File: src/rtl/riscv_ctrl_pkg.sv
// Shared encodings for the multicycle RV32I control unit: FSM states, opcodes,
// ALU operation codes, datapath mux selects and the per-state control word.
package riscv_ctrl_pkg;

  typedef enum logic [3:0] {
    StReset, StFetch, StDecode, StMemAdr, StMemRead, StMemWb,
    StMemWrite, StExecR, StExecI, StAluWb, StJal, StBeq
  } state_e;

  localparam logic [6:0] OpLw  = 7'b0000011;
  localparam logic [6:0] OpSw  = 7'b0100011;
  localparam logic [6:0] OpR   = 7'b0110011;
  localparam logic [6:0] OpI   = 7'b0010011;
  localparam logic [6:0] OpBeq = 7'b1100011;
  localparam logic [6:0] OpJal = 7'b1101111;

  localparam logic [1:0] AluOpAdd   = 2'b00;
  localparam logic [1:0] AluOpSub   = 2'b01;
  localparam logic [1:0] AluOpFunct = 2'b10;

  localparam logic [2:0] AluAdd  = 3'b000;
  localparam logic [2:0] AluSub  = 3'b001;
  localparam logic [2:0] AluAnd  = 3'b010;
  localparam logic [2:0] AluOr   = 3'b011;
  localparam logic [2:0] AluXor  = 3'b100;
  localparam logic [2:0] AluSlt  = 3'b101;
  localparam logic [2:0] AluNone = 3'b111;

  localparam logic [1:0] ResAluOut    = 2'b00;
  localparam logic [1:0] ResData      = 2'b01;
  localparam logic [1:0] ResAluResult = 2'b10;

  localparam logic [1:0] SrcAPc    = 2'b00;
  localparam logic [1:0] SrcAOldPc = 2'b01;
  localparam logic [1:0] SrcARs1   = 2'b10;

  localparam logic [1:0] SrcBRs2  = 2'b00;
  localparam logic [1:0] SrcBImm  = 2'b01;
  localparam logic [1:0] SrcBFour = 2'b10;

  localparam logic [1:0] ImmI = 2'b00;
  localparam logic [1:0] ImmS = 2'b01;
  localparam logic [1:0] ImmB = 2'b10;
  localparam logic [1:0] ImmJ = 2'b11;

  typedef struct packed {
    logic       pc_update;
    logic       branch;
    logic       adr_src;
    logic       mem_write;
    logic       ir_write;
    logic [1:0] result_src;
    logic [1:0] alu_src_a;
    logic [1:0] alu_src_b;
    logic       reg_write;
    logic [1:0] alu_op;
  } ctrl_t;

  // Moore control word for a state; fields not set stay 0.
  function automatic ctrl_t state_ctrl(state_e st);
    ctrl_t c;
    c = '0;
    case (st)
      StFetch: begin
        c.ir_write   = 1'b1;
        c.alu_src_a  = SrcAPc;
        c.alu_src_b  = SrcBFour;
        c.alu_op     = AluOpAdd;
        c.result_src = ResAluResult;
        c.pc_update  = 1'b1;
      end
      StDecode: begin
        c.alu_src_a = SrcAOldPc;
        c.alu_src_b = SrcBImm;
      end
      StMemAdr: begin
        c.alu_src_a = SrcARs1;
        c.alu_src_b = SrcBImm;
      end
      StMemRead: c.adr_src = 1'b1;
      StMemWb: begin
        c.result_src = ResData;
        c.reg_write  = 1'b1;
      end
      StMemWrite: begin
        c.adr_src   = 1'b1;
        c.mem_write = 1'b1;
      end
      StExecR: begin
        c.alu_src_a = SrcARs1;
        c.alu_src_b = SrcBRs2;
        c.alu_op    = AluOpFunct;
      end
      StExecI: begin
        c.alu_src_a = SrcARs1;
        c.alu_src_b = SrcBImm;
        c.alu_op    = AluOpFunct;
      end
      StAluWb: c.reg_write = 1'b1;
      StJal: begin
        c.alu_src_a = SrcAOldPc;
        c.alu_src_b = SrcBFour;
        c.pc_update = 1'b1;
      end
      StBeq: begin
        c.alu_src_a = SrcARs1;
        c.alu_src_b = SrcBRs2;
        c.alu_op    = AluOpSub;
        c.branch    = 1'b1;
      end
      default: c = '0;
    endcase
    return c;
  endfunction

endpackage

File: src/rtl/alu_decoder.sv
// Maps the FSM's ALUOp plus instruction function fields onto the shared ALU's
// 3-bit operation code.
module alu_decoder
  import riscv_ctrl_pkg::*;
(
  input  logic [1:0] ALUOp,
  input  logic [2:0] funct3,
  input  logic       op5,
  input  logic       funct7b5,
  output logic [2:0] ALUControl
);

  always_comb begin
    ALUControl = AluAdd;
    case (ALUOp)
      AluOpAdd: ALUControl = AluAdd;
      AluOpSub: ALUControl = AluSub;
      AluOpFunct: begin
        case (funct3)
          3'b000:  ALUControl = (op5 && funct7b5) ? AluSub : AluAdd;
          3'b010:  ALUControl = AluSlt;
          3'b100:  ALUControl = AluXor;
          3'b110:  ALUControl = AluOr;
          3'b111:  ALUControl = AluAnd;
          default: ALUControl = AluNone;
        endcase
      end
      default: ALUControl = AluAdd;
    endcase
  end

endmodule

File: src/rtl/multicycle_controller.sv
// Multicycle RV32I control unit: main FSM with registered Moore outputs,
// immediate-format decode and PC write-enable generation.
module multicycle_controller
  import riscv_ctrl_pkg::*;
(
  input  logic       clk,
  input  logic       rst_n,
  input  logic [6:0] op,
  input  logic [2:0] funct3,
  input  logic       funct7b5,
  input  logic       Zero,
  output logic       PCWrite,
  output logic       AdrSrc,
  output logic       MemWrite,
  output logic       IRWrite,
  output logic [1:0] ResultSrc,
  output logic [1:0] ALUSrcA,
  output logic [1:0] ALUSrcB,
  output logic [1:0] ImmSrc,
  output logic       RegWrite,
  output logic [2:0] ALUControl,
  output logic       IllegalOp
);

  state_e state_q, state_d;
  ctrl_t  ctrl_q;
  logic   legal_op;

  assign legal_op = (op == OpLw) || (op == OpSw) || (op == OpR) || (op == OpI) ||
                    (op == OpBeq) || (op == OpJal);

  always_comb begin
    state_d = state_q;
    case (state_q)
      StReset:  state_d = StFetch;
      StFetch:  state_d = StDecode;
      StDecode: begin
        if ((op == OpLw) || (op == OpSw)) state_d = StMemAdr;
        else if (op == OpR)               state_d = StExecR;
        else if (op == OpI)               state_d = StExecI;
        else if (op == OpJal)             state_d = StJal;
        else if (op == OpBeq)             state_d = StBeq;
        else                              state_d = StFetch;
      end
      StMemAdr:   state_d = (op == OpLw) ? StMemRead : StMemWrite;
      StMemRead:  state_d = StMemWb;
      StMemWb:    state_d = StFetch;
      StMemWrite: state_d = StFetch;
      StExecR:    state_d = StAluWb;
      StExecI:    state_d = StAluWb;
      StAluWb:    state_d = StFetch;
      StJal:      state_d = StAluWb;
      StBeq:      state_d = StFetch;
      default:    state_d = StReset;
    endcase
  end

  // Control word is registered from the next state so outputs are glitch-free
  // and clear asynchronously with the state.
  always_ff @(posedge clk or negedge rst_n) begin
    if (!rst_n) begin
      state_q <= StReset;
      ctrl_q  <= '0;
    end else begin
      state_q <= state_d;
      ctrl_q  <= state_ctrl(state_d);
    end
  end

  assign PCWrite   = ctrl_q.pc_update | (ctrl_q.branch & Zero);
  assign AdrSrc    = ctrl_q.adr_src;
  assign MemWrite  = ctrl_q.mem_write;
  assign IRWrite   = ctrl_q.ir_write;
  assign ResultSrc = ctrl_q.result_src;
  assign ALUSrcA   = ctrl_q.alu_src_a;
  assign ALUSrcB   = ctrl_q.alu_src_b;
  assign RegWrite  = ctrl_q.reg_write;
  // op is only meaningful once the IR has loaded, i.e. in DECODE.
  assign IllegalOp = (state_q == StDecode) && !legal_op;

  // Forced to 0 in RESET so every output is quiet while reset is applied.
  always_comb begin
    ImmSrc = ImmI;
    if (state_q != StReset) begin
      case (op)
        OpSw:    ImmSrc = ImmS;
        OpBeq:   ImmSrc = ImmB;
        OpJal:   ImmSrc = ImmJ;
        default: ImmSrc = ImmI;
      endcase
    end
  end

  alu_decoder u_alu_decoder (
    .ALUOp      (ctrl_q.alu_op),
    .funct3     (funct3),
    .op5        (op[5]),
    .funct7b5   (funct7b5),
    .ALUControl (ALUControl)
  );

endmodule

File: config.mk
export PLATFORM = sky130hd
export DESIGN_NAME = multicycle_controller
export DESIGN_NICKNAME = d
export VERILOG_FILES = /design/src/rtl/riscv_ctrl_pkg.sv /design/src/rtl/alu_decoder.sv /design/src/rtl/multicycle_controller.sv
export SDC_FILE = /design/constraint.sdc
export NUM_CORES = 1
export LEC_CHECK = 0
export BUFFER_PORTS_ARGS = -buffer_cell sky130_fd_sc_hd__buf_2
export CAP_MARGIN = 20
export CORE_UTILIZATION = 49
export DETAILED_ROUTE_END_ITERATION = 12
export PLACE_DENSITY = 0.73
export SYNTH_ARGS = -nofsm -noshare
export SYNTH_HDL_FRONTEND = slang
export SYNTH_HIERARCHICAL = 1
export SYNTH_SLANG_ARGS = --single-unit
File: constraint.sdc
create_clock -name clk -period 1.65 [get_ports clk]
set_input_delay 0.2475 -clock clk [delete_from_list [all_inputs] [get_ports clk]]
set_output_delay 0.2475 -clock clk [all_outputs]
set_load 0.02 [all_outputs]
Yosys cells after proc, flatten, opt, wreduce, memory -nomap -nowiden

Index checks and enable logic that the tools add are counted.

Input port bits: 14
Register bits after elaboration: 18
Output and inout bits: 17

Equal/unequal tests: 34
Bitwise gates (word level): 2
Multiplexer cells: 21
Reduce and logical (&&, ||, !) cells: 19

Operators with widths:

| kind               | number |
|---|---|
| $eq 4x3->1 const B | 8 |
| $eq 4x4->1 const B | 8 |
| $pmux 4 s6         | 1 |
| $mux 4             | 5 |
| $pmux 4 s5         | 1 |
| $eq 4x2->1 const B | 4 |
| $pmux 3 s5         | 1 |
| $eq 7x6->1 const B | 2 |
| $eq 7x7->1 const B | 2 |
| $reduce_or 2->1    | 6 |
| $eq 3x3->1 const B | 3 |
| $eq 4x1->1 const B | 2 |
| $pmux 2 s2         | 2 |
| $eq 7x2->1 const B | 1 |
| $eq 7x5->1 const B | 1 |
| $mux 1             | 7 |
| $pmux 2 s3         | 1 |
| $pmux 3 s2         | 1 |
| $logic_or 1x1->1   | 5 |
| $reduce_or 5->1    | 1 |
| $logic_not 4->1    | 1 |
| $mux 2             | 2 |
| $reduce_bool 4->1  | 1 |
| $eq 3x2->1 const B | 1 |
| 8 further kinds    | 9 |

Depth between registers and ports, before layout

Depth in word-level cells: 10
Gate-level depth with buffers: 7
Depth with buffers taken out: 6

Modules after synthesis

The synthesis kept the hierarchy.

By module, submodules not included:

| module                | instances | area each (µm²) | sequential area each (µm²) | cells an instance |
|---|---|---|---|---|
| multicycle_controller | 1         | 895.9           | 400.4                      | 95 |
| alu_decoder           | 1         | 100.1           | 0.0                        | 15 |

Worst setup path before layout

Ideal clock, no wire load.

Kind: flip-flop to flip-flop
Start point: register state_q[2]
End point: register ctrl_q (netlist bit RegWrite)
Path slack: 0.164 ns
Arrival: 1.397 ns
Cell stages (with the launch flop): 6
Library setup time: 0.089 ns
Buffers on the path: 0
Required time: 1.561 ns
Path through: dfrtp_1 > or2_2 > or2_0 > a21oi_1 > nand2b_1 > nor3b_1

Longest elaborated chain between the ends: 6
Elaborated cells between the ends (all ways): 19

Ends and longest elaborated chain:

| what                                                                | RTL line                    | text |
|---|---|---|
| start: declaration                                                  | multicycle_controller.sv:25 | `state_e state_q, state_d;` |
| start signal: assignment                                            | multicycle_controller.sv:62 | `state_q <= StReset;` |
| start signal: assignment                                            | multicycle_controller.sv:65 | `state_q <= state_d;` |
| $eq 4x4->1 (tied with other cells)                                  | multicycle_controller.sv:34 | `case (state_q)` |
| $reduce_or 5->1 (no source line) or $reduce_or 3->1 (tied branches) | n/a                         |  |
| $pmux 4 s6 (*)                                                      | multicycle_controller.sv:34 |  |
| $eq 4x3->1 or $eq 4x4->1 (tied branches)                            | riscv_ctrl_pkg.sv:63        | `case (st)` |
| $reduce_or 2->1 (no source line) (*)                                | n/a                         |  |
| $mux 1 (*)                                                          | riscv_ctrl_pkg.sv:63        |  |
| end signal: assignment                                              | multicycle_controller.sv:66 | `ctrl_q <= state_ctrl(state_d);` |
| end: declaration                                                    | multicycle_controller.sv:26 | `ctrl_t ctrl_q;` |

Mark *: on every way between the ends. The rest lies on a longest branch, timed or not.

Final worst setup path

Start point: register state_q[2]
End point: output port IllegalOp

Longest elaborated chain between the ends: 2

Ends and longest elaborated chain:

| what              | RTL line                    | text |
|---|---|---|
| $eq 4x2->1        | multicycle_controller.sv:79 | `assign IllegalOp = (state_q == StDecode) && !legal_op;` |
| $logic_and 1x1->1 | multicycle_controller.sv:79 |  |
| end: declaration  | multicycle_controller.sv:22 | `output logic IllegalOp` |

No other way between the ends.

==> qor.csv <==
metric,value,unit
status,"finished, violations left",
violations,setup timing,
grt_pass1_vias,859,
min_period_over_period,104,%
clock_sinks,16,
final_util,75.0,%
path_clk_slew,0.09,ns
totalWireLength,2490,µm
fmax,0.580,GHz
final_common_cell,buf_2,
synth_nets,126,
ir_drop,1.33,mV
clk_path_buf_depth,2,
syn_area,996,µm²
io_buffers,30,
required,1.40,ns
power.total,2.08,mW
dp_hpwl,1810,µm
yosysTopAreaCell,dfrtp_1,
synth_cell_types,38,
area_growth,37.1,%
yosysTopAreaCellShare,40.2,%
grt_usage,24.1,%
dieArea,2220,µm²
critical_path.startpoint_type,flop,
cpPeakStageDelay,0.40,ns
drtPass1Iterations,4,
cp_num_buf_inv,2,
tightest_slew,0.345,ns
nNetsFinal,170,
drive_above_1_share,47.7,%
yosysWarnings,6,
power.density,1530,nW/µm²
wl_met2,1260,µm
final_cells,178,
synth_cells,110,
first_iter_violations,23,
antenna_found_initial,0,
slew-limit-headroom,77.0,%
wl_met3,141,µm
die_h,47.1,µm
synth-seq-area-share,40.2,%
slew_violations,0,
rows,15,
cp_cell_sequence,"buf_6, or2_4, nor2_4, and3_4, buf_6",
vias,973,
finalCriticalPeriod,1.72,ns
avgSynthCellArea,9.05,µm²
met1Wirelength,1070,µm
rsz0062_at_grt,true,
worst_slack,-0.0733,ns
end_kind,output port,
cap_violations,0,
gp_congestion,0.924,
synth.area.top_cells,"dfrtp_1 40%, buf_4 4.5%, nand2_1 4.5%",
crit_type,flop to output port,
finClkSkew,0.00976,ns
insertion_delay,0.29,ns
grt-ovfl-total,0,
cp_max_fo,3,
antenna_left,0,
dp_slack,-0.0808,ns
cts_tree,yes,
h-tree-depth,1,
ys.flop_type,dfrtp_1,
top_level_ports,31,
synth_edf_count,0,
power.leakage,0.688,nW
cp_common_cell,buf_6,
cts_buffers,3,
fp.coreArea,1820,µm²
grt_max_degree,17,
hold_class,input port to asynchronous set/reset pin,
antenna_cells,0,
vias_per_cell,5.47,
dpl.cell_count,167,
finalSetupViolations,2,
wl_per_cell,14.0,µm
critPathTopFamily,simple AND/OR/NAND/NOR gates,
cts-root-buf,clkbuf_4,
finalHoldViolCount,0,
cp_slowest_cell,dfrtp_1,
start_util,54.7,%
grt_pass1_wl,3660,µm
totalNegativeSetupSlack,-0.0939,ns
drc,0,
synth-async-reset-ratio,100,%
crit_arrival,1.48,ns
top_layer,met4,
final_cell_mix,"27 x buf_2, 18 x buf_4, 16 x dfrtp_1",
die_w,47.1,µm
synth_seq_cells,16,
## stage by stage
step                hold WS [ns]  cell area [µm²]
finish                     0.381             1370
global route               0.405             1370
CTS                        0.376             1300
detailed placement         0.169             1190
global placement           0.173             1190
floorplan                -0.0481              996
## path summary, 6_finish.rpt
check,endpoint,cells after the start,slack [ns],startpoint
setup / recovery,IllegalOp,5,-0.07,state_q[2]$_DFF_PN0_
hold / removal,RegWrite$_DFF_PN0_,2,0.38,rst_n
setup reg to reg,ALUSrcA[0]$_DFF_PN0_,6,-0.02,state_q[2]$_DFF_PN0_
hold reg to reg,ALUSrcB[0]$_DFF_PN0_,3,0.69,state_q[3]$_DFF_PN0_
max in group asynchronous,MemWrite$_DFF_PN0_,2,1.00,rst_n
min in group clk,ctrl_q[1]$_DFF_PN0_,4,0.39,op[4]
## per-layer routing
layer,GRT usage (%),vias to the layer above
met5,0,-
met4,5.14,0
met3,7.69,2
met2,43.3,42
met1,28.1,457
li1,-,472
## where the power goes
group | total, mW | switching [mW] | internal, mW
combinational | 1.23 | 0.705 | 0.522
sequential | 0.607 | 0.0741 | 0.533
clock | 0.251 | 0.117 | 0.134
total | 2.08 | 0.895 | 1.19
## cells by family after synthesis
logic type	after synthesis	synth area share (%)
AOI/OAI and AO/OA	28	19.8
xor gates and xnor gates	1	0.880
adders and majority gates	2	2.51
buffers and inverters	16	9.30
DFF	16	40.2
and+or+nand+nor	47	27.3
## state kept, by name, indices dropped and copies added, names as in the netlist, 2 cells and up
| register | flops |
|---|---|
| ctrl_q | 3 |
| state_q | 4 |
| ALUSrcB | 2 |
| ALUSrcA | 2 |
## cell type report
cell class                      count  area [µm²]
Clock buffer                        4        36.3
Fill cell                         151         455
Inverter                            7        26.3
Multi-Input combinational cell     78         568
Sequential cell                    16         400
Tap cell                           25        31.3
Timing Repair Buffer               48         303
## what timing repair did
item	in CTS	in global routing
hold buffers	1	0
gates resized for setup	8	15
endpoints found under the hold margin	16	0
setup buffers	4	3
endpoints found under the setup margin	4	11
pin swaps	1	8
## cells in the mapped netlist (2+ instances only)
library cell and instances:
nand3_1 5, o31ai_1 4, inv_1 6, and3b_1 2, o21ai_0 3, a211oi_1 3, nand2b_1 3, a21o_1 2
dfrtp_1 16, nand4_1 2, buf_2 2, nor3_1 2, nor3b_1 4, nor2_1 6, o21bai_1 2, nand2_1 12
buf_4 6, ha_1 2, a21oi_1 8, and2_1 2
Power figures use the tool's default switching activity.
